### config.mk
export PLATFORM = sky130hd
export DESIGN_NAME = sonic_range_filter
export DESIGN_NICKNAME = d
export VERILOG_FILES = /design/src/rtl/sonic_range_filter.sv
export SDC_FILE = /design/constraint.sdc
export NUM_CORES = 1
export LEC_CHECK = 0
export BUFFER_PORTS_ARGS = -buffer_cell sky130_fd_sc_hd__buf_4
export CAP_MARGIN = 40
export CORE_ASPECT_RATIO = 0.7
export CORE_MARGIN = 2
export CORE_UTILIZATION = 40
export CTS_CLUSTER_SIZE = 14
export DETAILED_ROUTE_END_ITERATION = 8
export GPL_ROUTABILITY_DRIVEN = 0
export PLACE_DENSITY_LB_ADDON = 0.15
export SLEW_MARGIN = 10
export SYNTH_ARGS = -nofsm -noshare
export SYNTH_HDL_FRONTEND = slang
export SYNTH_SLANG_ARGS = --single-unit
### constraint.sdc
create_clock -name clk_50m -period 5.1 [get_ports clk_50m]
set_input_delay 0.255 -clock clk_50m [delete_from_list [all_inputs] [get_ports clk_50m]]
set_output_delay 0.255 -clock clk_50m [all_outputs]
set_load 0.1 [all_outputs]
### src/rtl/sonic_range_filter.sv
// sonic_range_filter
//   Post-processes the ultrasonic detector's echo width. Each falling edge of
//   the echo pin starts one measurement. The block waits for `dis` to settle,
//   rejects out-of-range samples and divides by 58 (us -> cm) one bit per
//   cycle. It then averages the last 2^AVG_LOG2 results and drives a
//   hysteretic obstacle flag.
//
// Ports
//   clk_50m     in   1   system clock (only clock)
//   rst         in   1   synchronous active-high reset
//   echo        in   1   raw asynchronous echo pin
//   dis         in  12   echo width in microseconds
//   dist_cm     out  7   averaged distance in cm (registered)
//   dist_valid  out  1   one-cycle strobe when dist_cm updates (registered)
//   near        out  1   obstacle flag with hysteresis (registered)
//   sample_err  out  1   one-cycle strobe in the CHECK cycle of a rejected sample
//
// Handshake: there is no back-pressure. dist_valid and sample_err are
// fire-and-forget strobes, and they are never high in the same cycle.
module sonic_range_filter #(
    parameter int unsigned ECHO_SETTLE = 64,
    parameter int unsigned AVG_LOG2    = 2,
    parameter int unsigned MAX_US      = 4000,
    parameter int unsigned NEAR_CM     = 20,
    parameter int unsigned FAR_CM      = 25
) (
    input  logic        clk_50m,
    input  logic        rst,
    input  logic        echo,
    input  logic [11:0] dis,
    output logic [6:0]  dist_cm,
    output logic        dist_valid,
    output logic        near,
    output logic        sample_err
);

    localparam int unsigned DEPTH = 1 << AVG_LOG2;
    localparam int unsigned PTR_W = (AVG_LOG2 == 0) ? 1 : AVG_LOG2;
    localparam int unsigned SUM_W = 7 + AVG_LOG2;
    localparam int unsigned CNT_W = AVG_LOG2 + 1;

    localparam logic [12:0]      MAX_L    = 13'(MAX_US);
    localparam logic [6:0]       NEAR_L   = 7'(NEAR_CM);
    localparam logic [6:0]       FAR_L    = 7'(FAR_CM);
    localparam logic [7:0]       SETTLE_L = 8'(ECHO_SETTLE);
    localparam logic [CNT_W-1:0] DEPTH_L  = CNT_W'(DEPTH);
    localparam logic [PTR_W-1:0] LAST_PTR = PTR_W'(DEPTH - 1);

    typedef enum logic [2:0] {
        S_IDLE, S_SETTLE, S_CHECK, S_DIV, S_AVG, S_OUT
    } state_t;

    state_t            state_q, state_d;
    logic              s1_q, s2_q, s2_dly_q;
    logic [7:0]        settle_q, settle_d;
    logic [11:0]       samp_q, samp_d;    // sample, then dividend/quotient shift register
    logic [5:0]        rem_q, rem_d;      // partial remainder, always < 58
    logic [3:0]        bit_q, bit_d;
    logic [6:0]        buf_q [DEPTH];
    logic [PTR_W-1:0]  wptr_q, wptr_d;
    logic [CNT_W-1:0]  fill_q, fill_d;
    logic [SUM_W-1:0]  sum_q, sum_d;
    logic [6:0]        dist_cm_q, dist_cm_d;
    logic              dist_valid_q, dist_valid_d;
    logic              near_q, near_d;

    logic              fall;
    logic              invalid;
    logic [6:0]        trial;
    logic              ge;
    logic [6:0]        q_cm;
    logic [SUM_W-1:0]  sum_next;
    logic [CNT_W-1:0]  fill_next;
    logic [6:0]        avg_next;

    assign fall    = s2_dly_q & ~s2_q;
    assign invalid = (samp_q == 12'd0) || ({1'b0, samp_q} >= MAX_L);

    // Restoring division step: the remainder takes the next dividend bit in,
    // and the quotient bit shifts into the freed LSB of samp_q. After 12
    // steps samp_q holds floor(sample/58).
    assign trial = {rem_q, samp_q[11]};
    assign ge    = (trial >= 7'd58);

    // The averaging result is computed from next-state values during AVG so
    // the registered outputs appear in the OUT cycle.
    assign q_cm      = samp_q[6:0];
    assign sum_next  = sum_q + SUM_W'(q_cm) - SUM_W'(buf_q[wptr_q]);
    assign fill_next = (fill_q == DEPTH_L) ? fill_q : fill_q + 1'b1;
    assign avg_next  = 7'(sum_next >> AVG_LOG2);

    always_comb begin
        state_d      = state_q;
        settle_d     = settle_q;
        samp_d       = samp_q;
        rem_d        = rem_q;
        bit_d        = bit_q;
        wptr_d       = wptr_q;
        fill_d       = fill_q;
        sum_d        = sum_q;
        dist_cm_d    = dist_cm_q;
        near_d       = near_q;
        dist_valid_d = 1'b0;

        case (state_q)
            S_IDLE: begin
                if (fall) begin
                    settle_d = SETTLE_L;
                    state_d  = S_SETTLE;
                end
            end
            S_SETTLE: begin
                if (settle_q <= 8'd1) begin
                    samp_d  = dis;
                    state_d = S_CHECK;
                end else begin
                    settle_d = settle_q - 8'd1;
                end
            end
            S_CHECK: begin
                rem_d = 6'd0;
                bit_d = 4'd0;
                state_d = invalid ? S_IDLE : S_DIV;
            end
            S_DIV: begin
                rem_d  = ge ? 6'(trial - 7'd58) : trial[5:0];
                samp_d = {samp_q[10:0], ge};
                bit_d  = bit_q + 4'd1;
                if (bit_q == 4'd11) state_d = S_AVG;
            end
            S_AVG: begin
                sum_d  = sum_next;
                fill_d = fill_next;
                wptr_d = (wptr_q == LAST_PTR) ? '0 : wptr_q + 1'b1;
                if (fill_next == DEPTH_L) begin
                    dist_cm_d    = avg_next;
                    dist_valid_d = 1'b1;
                    if (avg_next <= NEAR_L)     near_d = 1'b1;
                    else if (avg_next >= FAR_L) near_d = 1'b0;
                end
                state_d = S_OUT;
            end
            S_OUT: begin
                state_d = S_IDLE;
            end
            default: state_d = S_IDLE;
        endcase
    end

    always_ff @(posedge clk_50m) begin
        if (rst) begin
            state_q      <= S_IDLE;
            s1_q         <= 1'b0;
            s2_q         <= 1'b0;
            s2_dly_q     <= 1'b0;
            settle_q     <= 8'd0;
            samp_q       <= 12'd0;
            rem_q        <= 6'd0;
            bit_q        <= 4'd0;
            wptr_q       <= '0;
            fill_q       <= '0;
            sum_q        <= '0;
            dist_cm_q    <= 7'd0;
            dist_valid_q <= 1'b0;
            near_q       <= 1'b0;
            for (int i = 0; i < int'(DEPTH); i++) buf_q[i] <= 7'd0;
        end else begin
            state_q      <= state_d;
            s1_q         <= echo;
            s2_q         <= s1_q;
            s2_dly_q     <= s2_q;
            settle_q     <= settle_d;
            samp_q       <= samp_d;
            rem_q        <= rem_d;
            bit_q        <= bit_d;
            wptr_q       <= wptr_d;
            fill_q       <= fill_d;
            sum_q        <= sum_d;
            dist_cm_q    <= dist_cm_d;
            dist_valid_q <= dist_valid_d;
            near_q       <= near_d;
            if (state_q == S_AVG) buf_q[wptr_q] <= q_cm;
        end
    end

    assign dist_cm    = dist_cm_q;
    assign dist_valid = dist_valid_q;
    assign near       = near_q;
    assign sample_err = (state_q == S_CHECK) && invalid;

endmodule
==> results of run 1 <==
## path summary, 6_finish.rpt
kind	slack [ps]	depth (start not counted)	startpoint	endpoint
worst max-delay path	1530	9	register	near
worst min-delay path	140	2	echo	s1_q
worst max register to register	1530	9	register	near
worst min register to register	440	1	s1_q	s2_q
## critical path, stage by stage (launching register included)
cell	delay (ps)
dfxtp_1	580
mux4_2	580
fa_1	500
fa_1	480
nand2b_1	190
a21oi_1	170
xor2_1	130
or3_1	380
a41o_1	250
a311oi_2	230
## layer usage
metal	up-vias	share of wire	GRT usage
met5	-	0	0
met4	0	0.0095	0.0453
met3	9	0.046	0.0509
met2	51	0.43	0.245
met1	1535	0.51	0.216
li1	1667	-	-
## cells in the final DEF (no fill, tap or decap), types with 3 or more instances in the layout
master	synthesis	routed
nor3_1	12	12
mux2i_1	16	16
xor2_1	7	7
a21oi_1	27	27
dfxtp_1	61	61
nand3b_1	5	5
fa_1	7	7
clkbuf_16	0	9
nand4b_1	4	4
buf_4	0	26
clkinv_2	0	3
nor2_1	55	55
ha_1	16	16
xnor2_1	8	8
a211oi_1	19	19
nand3_1	10	10
nand2b_1	7	7
nor3b_1	3	3
and2_1	23	23
mux4_2	7	7
inv_1	39	39
nor4_1	5	5
edfxtp_1	28	28
nor2b_1	9	9
o21ai_1	7	7
nand2_1	25	25
o21ai_0	7	7
## state kept, by name, indices dropped and copies added (netlist names), named ones only
signal      flops
near            1
samp_q         12
dist_valid      1
s1_q            1
state_q         3
settle_q        8
buf_q          28
s2_dly_q        1
s2_q            1
bit_q           4
dist_cm         7
wptr_q          2
rem_q           6
sum_q           9
fill_q          3
## power groups by stage
stage	logic, mW	clock network (mW)	registers [mW]
final	0.134	0.595	0.764
after detailed placement	0.133	0	0.779
after CTS	0.135	0.613	0.763
after floorplan	0.105	0	0.771
after global placement	0.133	0	0.779
after global routing	0.151	0.640	0.765
## cell families (layout without fill, tap and decap cells)
family | Yosys count | count (layout) | synth area share
fa+ha+maj | 23 | 23 | 0.0744
flops | 89 | 89 | 0.451
buf+inv | 62 | 83 | 0.0530
mux | 24 | 24 | 0.0719
xor+xnor | 15 | 15 | 0.0287
compound gates | 82 | 82 | 0.119
simple gates | 173 | 173 | 0.202
## area by class of cell
cell class,instances,area (µm²)
Clock buffer,12,238
Multi-Input combinational cell,317,2270
Tap cell,153,191
Sequential cell,89,2060
Fill cell,1055,5930
Timing Repair Buffer,28,225
Inverter,39,146
Clock inverter,4,22.5
## stage by stage
stage | hold slack, ps | setup slack [ps] | std cells | instance area [µm²] | total power [mW]
4_1_cts | 135 | 1500 | 642 | 5160 | 1.51
3_3_place_gp | 437 | 1610 | 623 | 4860 | 0.911
6_report | 137 | 1530 | 642 | 5160 | 1.49
3_5_place_dp | 436 | 1510 | 626 | 4900 | 0.912
5_1_grt | 144 | 1310 | 642 | 5160 | 1.56
2_1_floorplan | 383 | 1610 | 468 | 4580 | 0.876
==> impl_metrics.py, run 1 <==
metrics = {
    "outcome": {
        "status": "completed",
    },
    "clocking": {
        "cts.repair.resized": 0,
        "ctsHtreeMaxLevel": 3,
        "root_buffer": "clkbuf_16",
        "cts_made_buffers": 9,
        "cts_tree": "done",
        "postCtsHoldBufs": 0,
        "clk_latency_ps": 340,
        "clkTransAtPathRegs_ps": 60,
        "numClockSinks": 89,
        "clockBufferDepth": 2,
        "cts_setup_buffers": 0,
    },
    "drt": {
        "dr.pass1.iters": 4,
        "wl_per_cell_um": 14.3,
        "wl_mm": 9.20,
        "vias": 3262,
        "drtIter0Drc": 150,
        "post_drt_via_cell_ratio": 5.08,
        "drc_errors": 0,
        "final_antenna_net_count": 0,
    },
    "cells_and_area": {
        "drive_above_1_share": 0.123,
        "finalNetCount": 522,
        "finish.utilization": 0.465,
        "area_growth_pct": 12.7,
        "diodes": 0,
    },
    "timing": {
        "period_minus_slack_ps": 3570,
        "clock.fmax_mhz": 280,
        "fin_tns_setup_ps": 0,
        "finalMaxSlewViolations": 0,
        "setup_viol": 0,
        "timing.final.crit_share": 0.701,
        "rsz0062_at_grt": "no",
        "fin_skew_ps": 6.67,
        "slew_headroom": 0.508,
        "finalHoldViolations": 0,
        "tightest_slew_ps": 738,
    },
    "yosys": {
        "yosys_warnings": 0,
        "yosysMostFrequentCell": "dfxtp_1",
        "syn_avg_cell_area_um2": 9.78,
        "synth_edf_count": 28,
        "synth_area_leaders": "dfxtp_1 27%, edfxtp_1 18%, nor2_1 4.5%, ha_1 4.4%, mux2i_1 3.5%",
        "yosysUniqueCellTypes": 59,
        "syn_area_um2": 4580,
        "async_flop_share": 0,
        "synth_top_cell_area_share": 0.267,
        "yosys.area.top_type": "dfxtp_1",
        "syn-num-nets": 506,
        "synth_ff_type": "dfxtp_1",
        "synth_cells": 468,
        "yosysSeqAreaShare": 0.451,
        "synth-seq-cells": 89,
        "ys_top_cells_by_count": "61 x dfxtp_1, 55 x nor2_1, 39 x inv_1",
    },
    "pwr": {
        "p_leak_nw": 1.97,
        "power_frac_clock": 0.399,
        "power_frac_comb": 0.090,
        "p_sw_mw": 0.361,
        "cellPowerDensity_nw_per_um2": 290,
        "p_int_mw": 1.13,
        "swShare": 0.242,
        "seqPwrFrac": 0.511,
        "vdd_drop_max_uv": 160,
    },
    "floorplan": {
        "chipWidth_um": 132,
        "dieArea_um2": 12300,
        "pin_count": 25,
        "initial_core_util": 0.413,
        "core_area_um2": 11100,
        "fp-row-count": 32,
        "die_h_um": 93.5,
    },
    "placed_design": {
        "placement.io_buffers": 24,
        "dp_hpwl_mm": 6.39,
    },
    "global_route": {
        "grt_first_pass_wirelength_mm": 15.6,
        "grt_max_degree": 70,
        "first_global_vias": 3194,
        "antenna_found_initial": 0,
        "grt_overflow": 0,
        "track_usage": 0.160,
    },
    "setup_path": {
        "cp.required_ps": 5350,
        "path_class": "register to register",
        "crit_path_end_kind": "register",
        "crit_fanout": 7,
        "start_kind": "register",
        "cp.arrival_ps": 3830,
    },
    "job": {
        "cap_violations": 0,
    },
    "worst_hold_path": {
        "hold_path.class": "input port to register",
    },
}
No activity file was read; power rests on OpenSTA's default activity.
==> inputs of run 2 (changes only) <==
- clock period: 5.1 -> 3.3 ns (I/O delays scaled with it)
==> run 2 against run 1 <==
  * Core utilization increased by 2.6 points
  * Critical path depth unchanged
  * First-iteration DRC count up 21%
  * Flip-flop and latch count unchanged
  * Highest routed layer unchanged
  * Non-clock buffer count rose by 20
  * Sequential share of layout area decreased by 2.1 points
  * Largest cell class unchanged
  * Global-route usage rose by 1.4 points
  * Routed wire length is 6.5% higher
  * Total power up 68%
  * Critical endpoint unchanged
  * Setup slack worse by 1400 ps
==> impl_metrics.py, run 2 (synthesis gave the netlist of run 1 again) <==
metrics = {
    "outcome": {
        "status": "completed",
    },
    "cells_and_area": {
        "fill_cells": 1048,
        "drive_above_1_share": 0.187,
        "diodes": 0,
        "finalNetCount": 542,
        "layout_common_cells": "60 x dfxtp_1, 54 x nor2_1, 48 x buf_4",
        "multi_input_area_um2": 2360,
        "largestRegisters": "buf_q x28, samp_q x12, sum_q x9",
        "mostFrequentLayoutCell": "dfxtp_1",
        "largest_register": "buf_q",
        "postLayoutCellArea_um2": 5440,
        "seq_area_um2": 2060,
        "largest_reg_flops": 28,
        "area_growth_pct": 18.9,
    },
    "clocking": {
        "root_buffer": "clkbuf_16",
        "clkTransAtPathRegs_ps": 60,
        "numClockSinks": 89,
        "cts_setup_buffers": 0,
        "cts_made_buffers": 9,
        "ctsHtreeMaxLevel": 3,
        "cts_tree": "done",
        "postCtsHoldBufs": 0,
        "clockBufferDepth": 2,
        "clk_latency_ps": 340,
    },
    "floorplan": {
        "dieArea_um2": 12300,
        "fp-row-count": 32,
        "initial_core_util": 0.413,
        "core_area_um2": 11100,
        "pin_count": 25,
        "chipWidth_um": 132,
        "die_h_um": 93.5,
    },
    "timing": {
        "fin_skew_ps": 11.7,
        "slew_headroom": 0.560,
        "timing.final.crit_share": 0.951,
        "tightest_slew_ps": 659,
        "rsz0062_at_grt": "no",
        "clock.fmax_mhz": 319,
        "setup_viol": 0,
        "fin_tns_setup_ps": 0,
        "period_minus_slack_ps": 3140,
        "finalHoldViolations": 0,
        "finalMaxSlewViolations": 0,
    },
    "setup_path": {
        "crit_buf_inv": 0,
        "crit_path_end_kind": "register",
        "cp.arrival_ps": 3390,
        "crit_fanout": 2,
        "cpPeakStageDelay_ps": 500,
        "start_kind": "register",
        "critPathSlowestCell": "mux4_2",
        "path_class": "register to register",
        "cp_cell_sequence": "mux4_2 > fa_2 > fa_1 > nand2b_4 > a21oi_2 > xor2_1 > or3_1 > a41o_1 > a311oi_2",
        "cp_top_family": "adder cells",
        "cp.required_ps": 3560,
    },
    "placed_design": {
        "place_area_um2": 5030,
        "placement.io_buffers": 24,
        "dp_hpwl_mm": 7.05,
    },
    "global_route": {
        "first_global_vias": 3358,
        "grt_first_pass_wirelength_mm": 16.8,
        "grt_max_degree": 43,
        "track_usage": 0.173,
        "grt_overflow": 0,
        "antenna_found_initial": 0,
    },
    "pwr": {
        "cellPowerDensity_nw_per_um2": 461,
        "p_leak_nw": 2.11,
        "vdd_drop_max_uv": 253,
    },
    "drt": {
        "drtIter0Drc": 182,
        "final_antenna_net_count": 0,
        "drc_errors": 0,
        "wl_per_cell_um": 14.8,
        "post_drt_via_cell_ratio": 5.11,
        "dr.pass1.iters": 4,
        "vias": 3380,
        "wl_mm": 9.80,
    },
    "worst_hold_path": {
        "hold_path.class": "input port to register",
    },
    "job": {
        "cap_violations": 0,
    },
}
-- run 2: final timing paths --
path | slack, ps | cells after the start | endpoint | start
worst max-delay path | 160 | 9 | near | buf_q[2][1]
worst min-delay path | 50 | 2 | s1_q | echo
worst max register to register | 160 | 9 | near | buf_q[2][1]
worst min register to register | 440 | 1 | s2_q | s1_q
-- run 2: layout make-up --
type                    count  area share
clock inverters             4     0.00897
repair buffers             48      0.0662
inverters                  39      0.0269
multi-input cells         317       0.434
flip-flops and latches     89       0.379
clock buffers              12      0.0492
well taps                 153      0.0352
-- run 2: per-stage QoR --
step           utilization  hold WS, ps  setup slack, ps  instances  total power, mW
2_1_floorplan            -          293             33.3        468             1.35
3_3_place_gp         0.454          381             54.6        646             1.43
3_5_place_dp         0.454          387             6.15        646             1.44
4_1_cts              0.482         40.0            -2.51        662             2.52
5_1_grt              0.491         62.2             26.3        662             2.60
6_report             0.491         50.2              160        662             2.51
-- run 2: metal layers --
| layer | wire length [µm] | track usage | vias up |
|---|---|---|---|
| met4 | 114 | 0.0516 | 0 |
| li1 | - | - | 1711 |
| met5 | 0 | 0 | - |
| met3 | 583 | 0.0423 | 10 |
| met1 | 4910 | 0.238 | 1593 |
| met2 | 4190 | 0.271 | 66 |
-- run 2: timing repair --
item	4_1_cts	5_1_grt
pin swaps	0	6
cloned	0	0
endpoints found under the setup margin	1	8
gates resized for setup	0	15
-- run 2: where the power goes --
part | total [mW] | leakage, nW | switching, mW | internal [mW]
registers | 1.18 | 0.782 | 0.0221 | 1.15
clock network | 1.08 | 0.158 | 0.426 | 0.654
logic | 0.253 | 1.17 | 0.139 | 0.114
total | 2.51 | 2.11 | 0.587 | 1.92
